===== src/rtl/ao_exp_seq.sv =====
// ao_exp_seq - multi-cycle AND-OR (sum-of-products) expansion sequencer.
//
// Evaluates one LITS-wide product term per clock through a single shared
// AND slice and OR-accumulates the results. Operands are captured at START
// so the operation in flight is immune to later input changes.
//
// Ports:
//   CLK       rising-edge clock
//   RST       synchronous reset, active-high, highest priority
//   START     begin an evaluation (sampled only in IDLE)
//   IN_VEC    literal vector, term k at [k*LITS +: LITS]
//   TERM_EN   per-term enable, disabled term contributes 0 (still costs a cycle)
//   EARLY     stop at the first true enabled term
//   BUSY      evaluation in progress
//   DONE      one-cycle completion pulse
//   Y         OR of evaluated enabled terms, held until next completion
//   TERM_HIT  index of first true enabled term, TERMS if none
//   EVAL_CNT  number of terms evaluated in the last operation
//
// state | meaning
// ------+-----------------------------------------------------------
// IDLE  | waiting for START; results of the last operation held
// EVAL  | evaluating term idx, one term per clock

module ao_exp_seq #(
  parameter int TERMS = 8,
  parameter int LITS  = 3,
  localparam int CW   = $clog2(TERMS + 1)
) (
  input  logic                  CLK,
  input  logic                  RST,
  input  logic                  START,
  input  logic [TERMS*LITS-1:0] IN_VEC,
  input  logic [TERMS-1:0]      TERM_EN,
  input  logic                  EARLY,
  output logic                  BUSY,
  output logic                  DONE,
  output logic                  Y,
  output logic [CW-1:0]         TERM_HIT,
  output logic [CW-1:0]         EVAL_CNT
);

  typedef enum logic {
    IDLE = 1'b0,
    EVAL = 1'b1
  } state_t;

  state_t                  state, state_nx;

  logic [TERMS*LITS-1:0]   in_q, in_nx;
  logic [TERMS-1:0]        en_q, en_nx;
  logic                    early_q, early_nx;
  logic [CW-1:0]           idx, idx_nx;
  logic                    acc, acc_nx;
  logic                    hit_found, hit_found_nx;
  logic [CW-1:0]           hit_idx, hit_idx_nx;
  logic                    done_q, done_nx;
  logic                    y_q, y_nx;
  logic [CW-1:0]           hit_q, hit_nx;
  logic [CW-1:0]           cnt_q, cnt_nx;

  logic [LITS-1:0]         term_lits;
  logic                    term_en_bit;
  logic                    term_t;
  logic                    last_term;

  // Shared expander slice: select the current term's literals and enable.
  always_comb begin
    term_lits   = '0;
    term_en_bit = 1'b0;
    for (int k = 0; k < TERMS; k++) begin
      if (idx == CW'(k)) begin
        term_lits   = in_q[k*LITS +: LITS];
        term_en_bit = en_q[k];
      end
    end
  end

  assign term_t    = term_en_bit & (&term_lits);
  assign last_term = (idx == CW'(TERMS - 1));

  always_comb begin
    state_nx     = state;
    in_nx        = in_q;
    en_nx        = en_q;
    early_nx     = early_q;
    idx_nx       = idx;
    acc_nx       = acc;
    hit_found_nx = hit_found;
    hit_idx_nx   = hit_idx;
    done_nx      = 1'b0;
    y_nx         = y_q;
    hit_nx       = hit_q;
    cnt_nx       = cnt_q;

    case (state)
      IDLE: begin
        if (START) begin
          in_nx        = IN_VEC;
          en_nx        = TERM_EN;
          early_nx     = EARLY;
          idx_nx       = '0;
          acc_nx       = 1'b0;
          hit_found_nx = 1'b0;
          hit_idx_nx   = '0;
          state_nx     = EVAL;
        end
      end

      EVAL: begin
        acc_nx = acc | term_t;
        if (term_t && !hit_found) begin
          hit_found_nx = 1'b1;
          hit_idx_nx   = idx;
        end
        if (last_term || (early_q && term_t)) begin
          state_nx = IDLE;
          done_nx  = 1'b1;
          y_nx     = acc | term_t;
          hit_nx   = hit_found_nx ? hit_idx_nx : CW'(TERMS);
          cnt_nx   = idx + CW'(1);
        end else begin
          idx_nx = idx + CW'(1);
        end
      end

      default: state_nx = IDLE;
    endcase
  end

  always_ff @(posedge CLK) begin
    if (RST) begin
      state     <= IDLE;
      in_q      <= '0;
      en_q      <= '0;
      early_q   <= 1'b0;
      idx       <= '0;
      acc       <= 1'b0;
      hit_found <= 1'b0;
      hit_idx   <= '0;
      done_q    <= 1'b0;
      y_q       <= 1'b0;
      hit_q     <= '0;
      cnt_q     <= '0;
    end else begin
      state     <= state_nx;
      in_q      <= in_nx;
      en_q      <= en_nx;
      early_q   <= early_nx;
      idx       <= idx_nx;
      acc       <= acc_nx;
      hit_found <= hit_found_nx;
      hit_idx   <= hit_idx_nx;
      done_q    <= done_nx;
      y_q       <= y_nx;
      hit_q     <= hit_nx;
      cnt_q     <= cnt_nx;
    end
  end

  assign BUSY     = (state == EVAL);
  assign DONE     = done_q;
  assign Y        = y_q;
  assign TERM_HIT = hit_q;
  assign EVAL_CNT = cnt_q;

endmodule


===== config.mk =====
export PLATFORM = sky130hd
export DESIGN_NAME = ao_exp_seq
export DESIGN_NICKNAME = d
export VERILOG_FILES = /design/src/rtl/ao_exp_seq.sv
export SDC_FILE = /design/constraint.sdc
export NUM_CORES = 1
export LEC_CHECK = 0
export ABC_AREA = 1
export BUFFER_PORTS_ARGS = -buffer_cell sky130_fd_sc_hd__buf_2
export CORE_MARGIN = 2
export CORE_UTILIZATION = 56
export CTS_BUF_LIST = sky130_fd_sc_hd__clkbuf_8
export DETAILED_ROUTE_END_ITERATION = 8
export PLACE_DENSITY = 0.81
export SETUP_SLACK_MARGIN = 0.05
export SYNTH_ARGS = -nofsm -noshare
export SYNTH_HDL_FRONTEND = slang
export SYNTH_SLANG_ARGS = --single-unit

===== constraint.sdc =====
create_clock -name CLK -period 6.22 [get_ports CLK]
set_clock_uncertainty 0.05 [all_clocks]
set_input_delay 0 -clock CLK [delete_from_list [all_inputs] [get_ports CLK]]
set_output_delay 0 -clock CLK [all_outputs]
set_load 0.05 [all_outputs]

==> flow_summary_export.csv <==
group,metric,value,unit
critical_path,worst-path-max-fanout,36,
critical_path,crit_path_end_kind,"flop",
run_status,status,"completed",
floorplan,start_util,58.9,%
critical_path,r2r_setup_slack,3.81,ns
logic_synthesis,ys_ff_latch,54,
global_route,overflow,0,
sta,hold_violations,0,
global_route,antenna_found_initial,0,
clock_network,htree_num_levels,2,
clock_network,numCtsBuffers,5,
floorplan,io_pins,47,
floorplan,die_x,69.1,µm
critical_path,worstSetupStartpointType,"flop",
logic_synthesis,syn-num-nets,366,
critical_path,cp_cell_sequence,"nor2_1, buf_4, clkinv_1, o21ai_0, a21oi_1",
critical_path,worstSetupPathType,"flop to flop",
min_path,min_to,"in_q[17]$_SDFFE_PP0P_",
min_path,worstHoldStart,"IN_VEC[17]",
layout,final_cell_area,3050,µm²
sta,tightest_slew,0.926,ns
route,ant_nets,0,
pwr,p_per_area,224,nW/µm²
sta,slew_violations,0,
layout,syn2layout_area_growth,28.6,%
critical_path,max_stage_delay,0.79,ns
logic_synthesis,synth_cell_types,30,
clock_network,cts-root-buf,"clkbuf_8",
pwr,report.power.total,684,µW
placement,gp_congestion,0.896,
clock_network,ctsResizeCount,0,
sta,period_share,38.7,%
clock_network,clock_latency,0.31,ns
sta,fin_tns_setup,0,ns
placement,dpl_cell_area,2590,µm²
pwr,ir_drop,201,µV
logic_synthesis,syn_inst,326,
critical_path,reg2regPathDepth,5,
floorplan,rows,23,
critical_path,r2r_end,"en_q[0]$_SDFFE_PP0P_",
route,post_drt_via_cell_ratio,5.10,
route,drtIter0Drc,191,
logic_synthesis,seq_area_frac_synth,45.6,%
layout,fin_nets,439,
sta,setup_viol_count_final,0,
critical_path,cp_slowest_cell,"clkinv_1",
sta,rsz0062_at_grt,"no",
logic_synthesis,syn_area,2370,µm²
pwr,leakage,0.00138,µW
logic_synthesis,synth_warnings,0,
critical_path,r2r-start,"BUSY$_SDFF_PP0_",
clock_network,clkSinkCount,54,
sta,max_freq,415,MHz
route,drt_wl_total,5.56,mm
layout,layout-drive-gt1-share,17.5,%
logic_synthesis,synth_area_per_cell,7.28,µm²
global_route,grt_max_degree,40,
route,first_pass_iters,4,
critical_path,cp_data_arrival_time,2.53,ns
min_path,hold_depth,4,
critical_path,critPathRequiredTime,6.34,ns
min_path,hold_path_class,"input port to flop",
layout,diodes,0,
global_route,grt_first_pass_wirelength,9.96,mm
sta,relSlewSlack,37.9,%
floorplan,fp.dieH,69.1,µm
clock_network,cts_buffer_depth,2,
placement,dp.cells,407,
clock_network,tritoncts,"done",
global_route,grtUsageTotal,25.3,%
job,max_cap_violations,0,
clock_network,path_clk_slew,0.09,ns
placement,place_hpwl,3.31,mm
floorplan,die-area,4770,µm²
layout,stdcell_count,450,
route,drc,0,
placement,port_buffers,46,
route,wl_per_cell,12.4,µm
global_route,grt_pass1_vias,2221,
sta,period_needed,2.41,ns
floorplan,core-area,4030,µm²
route,vias,2296,
-- critical path, delay by kind of cell, from the launching register on --
kind,cells,cell delay [ns]
DFF,1,0.46
and+or+nand+nor,1,0.17
buffers and inverters,2,1.08
AOI/OAI and AO/OA,2,0.50
-- cell type report --
type	instances	area (µm²)
timing repair buffer	82	588
sequential	54	1080
clock buffer	5	68.8
clock inverter	3	41.3
tap	50	62.6
multi-input combinational	233	1120
fill	323	978
inverter	23	87.6
-- Yosys cell counts --
master	n	area, µm²
nor2_4	1	11.3
nor3_2	1	10.0
clkinv_2	1	5.00
nand2_1	45	169
nand2_4	3	33.8
inv_1	20	75.1
and3_1	1	6.26
ha_1	4	50.1
or2_0	2	12.5
nand4_1	7	43.8
nor2_2	2	12.5
nand2_2	4	25.0
or2_1	1	6.26
o21ai_1	1	5.00
o2111ai_1	1	8.76
a31oi_1	1	6.26
nor2_1	78	293
or2_2	1	6.26
clkinv_1	1	3.75
inv_2	1	3.75
a21oi_1	16	80.1
xor2_1	2	17.5
a21boi_2	1	11.3
buf_6	3	33.8
nand3_1	22	110
o21ai_0	37	185
o221ai_1	1	8.76
a21oi_2	1	8.76
clkbuf_1	13	48.8
dfxtp_1	54	1080
-- metrics by stage --
stage / setup WS, ns / hold WS [ns] / util [%]
6_report: 3.81 / 0.396 / 75.7
5_1_grt: 3.54 / 0.421 / 75.7
4_1_cts: 3.86 / 0.384 / 75.7
3_5_place_dp: 3.86 / 0.175 / 64.3
3_3_place_gp: 3.96 / 0.169 / 64.3
2_1_floorplan: 4.22 / 0.0849 / -
-- how the worst max path moves through the flow --
stage	start	endpoint	slack [ns]	cells after the start
detailed placement	BUSY$_SDFF_PP0_	en_q[0]$_SDFFE_PP0P_	3.86	5
CTS	BUSY$_SDFF_PP0_	en_q[0]$_SDFFE_PP0P_	3.86	5
global placement	BUSY$_SDFF_PP0_	in_q[6]$_SDFFE_PP0P_	3.96	5
floorplan	idx[1]$_SDFFE_PP0P_	TERM_HIT[3]$_SDFFE_PP0P_	4.22	17
finish	BUSY$_SDFF_PP0_	en_q[0]$_SDFFE_PP0P_	3.81	5
global route	BUSY$_SDFF_PP0_	en_q[0]$_SDFFE_PP0P_	3.54	5
-- per-layer routing --
layer  up-vias  global-route usage (%)  part of all wire (%)
li1       1193                       -                     -
met1      1016                    33.7                    47
met2        72                    40.4                    46
met4         0                    9.80                   2.5
met5         -                       0                     0
met3        15                    5.26                   4.6
-- cells in the final DEF (no fill, tap or decap), drive strengths merged --
cell type	n
dlygate4sd3	35
and3	1
nand3	22
clkinvlp	1
bufinv	1
clkbuf	5
dfxtp	54
nor2	81
o2111ai	1
nand2	52
o21ai	38
o221ai	1
nor3	1
nand4	7
xor2	2
a21boi	1
ha	4
a31oi	1
a21oi	17
inv	22
or2	4
buf	47
clkinv	2
-- state kept, by name, indices dropped and copies added (netlist names) --
name	cells
EVAL_CNT	4
early_q	1
en_q	8
idx	4
hit_idx	4
BUSY	1
acc	1
DONE	1
TERM_HIT	4
Y	1
hit_found	1
in_q	24
-- what timing repair did --
item,4_1_cts,5_1_grt
endpoints found under the hold margin,45,0
setup buffers,0,0
hold buffers,35,0
-- power breakdown --
part | switching (µW) | internal, µW | total [µW]
combinational | 42.3 | 38.1 | 80.4
sequential | 11.1 | 363 | 375
clock | 111 | 118 | 229
-- cell families after synthesis --
group | share of synthesized area, %
adders and majority gates | 2.11
buffers and inverters | 7.17
DFF | 45.6
xor gates and xnor gates | 0.739
and+or+nand+nor | 31.2
AOI/OAI and AO/OA | 13.2
Note: power is estimated with default switching activity, not from simulation.
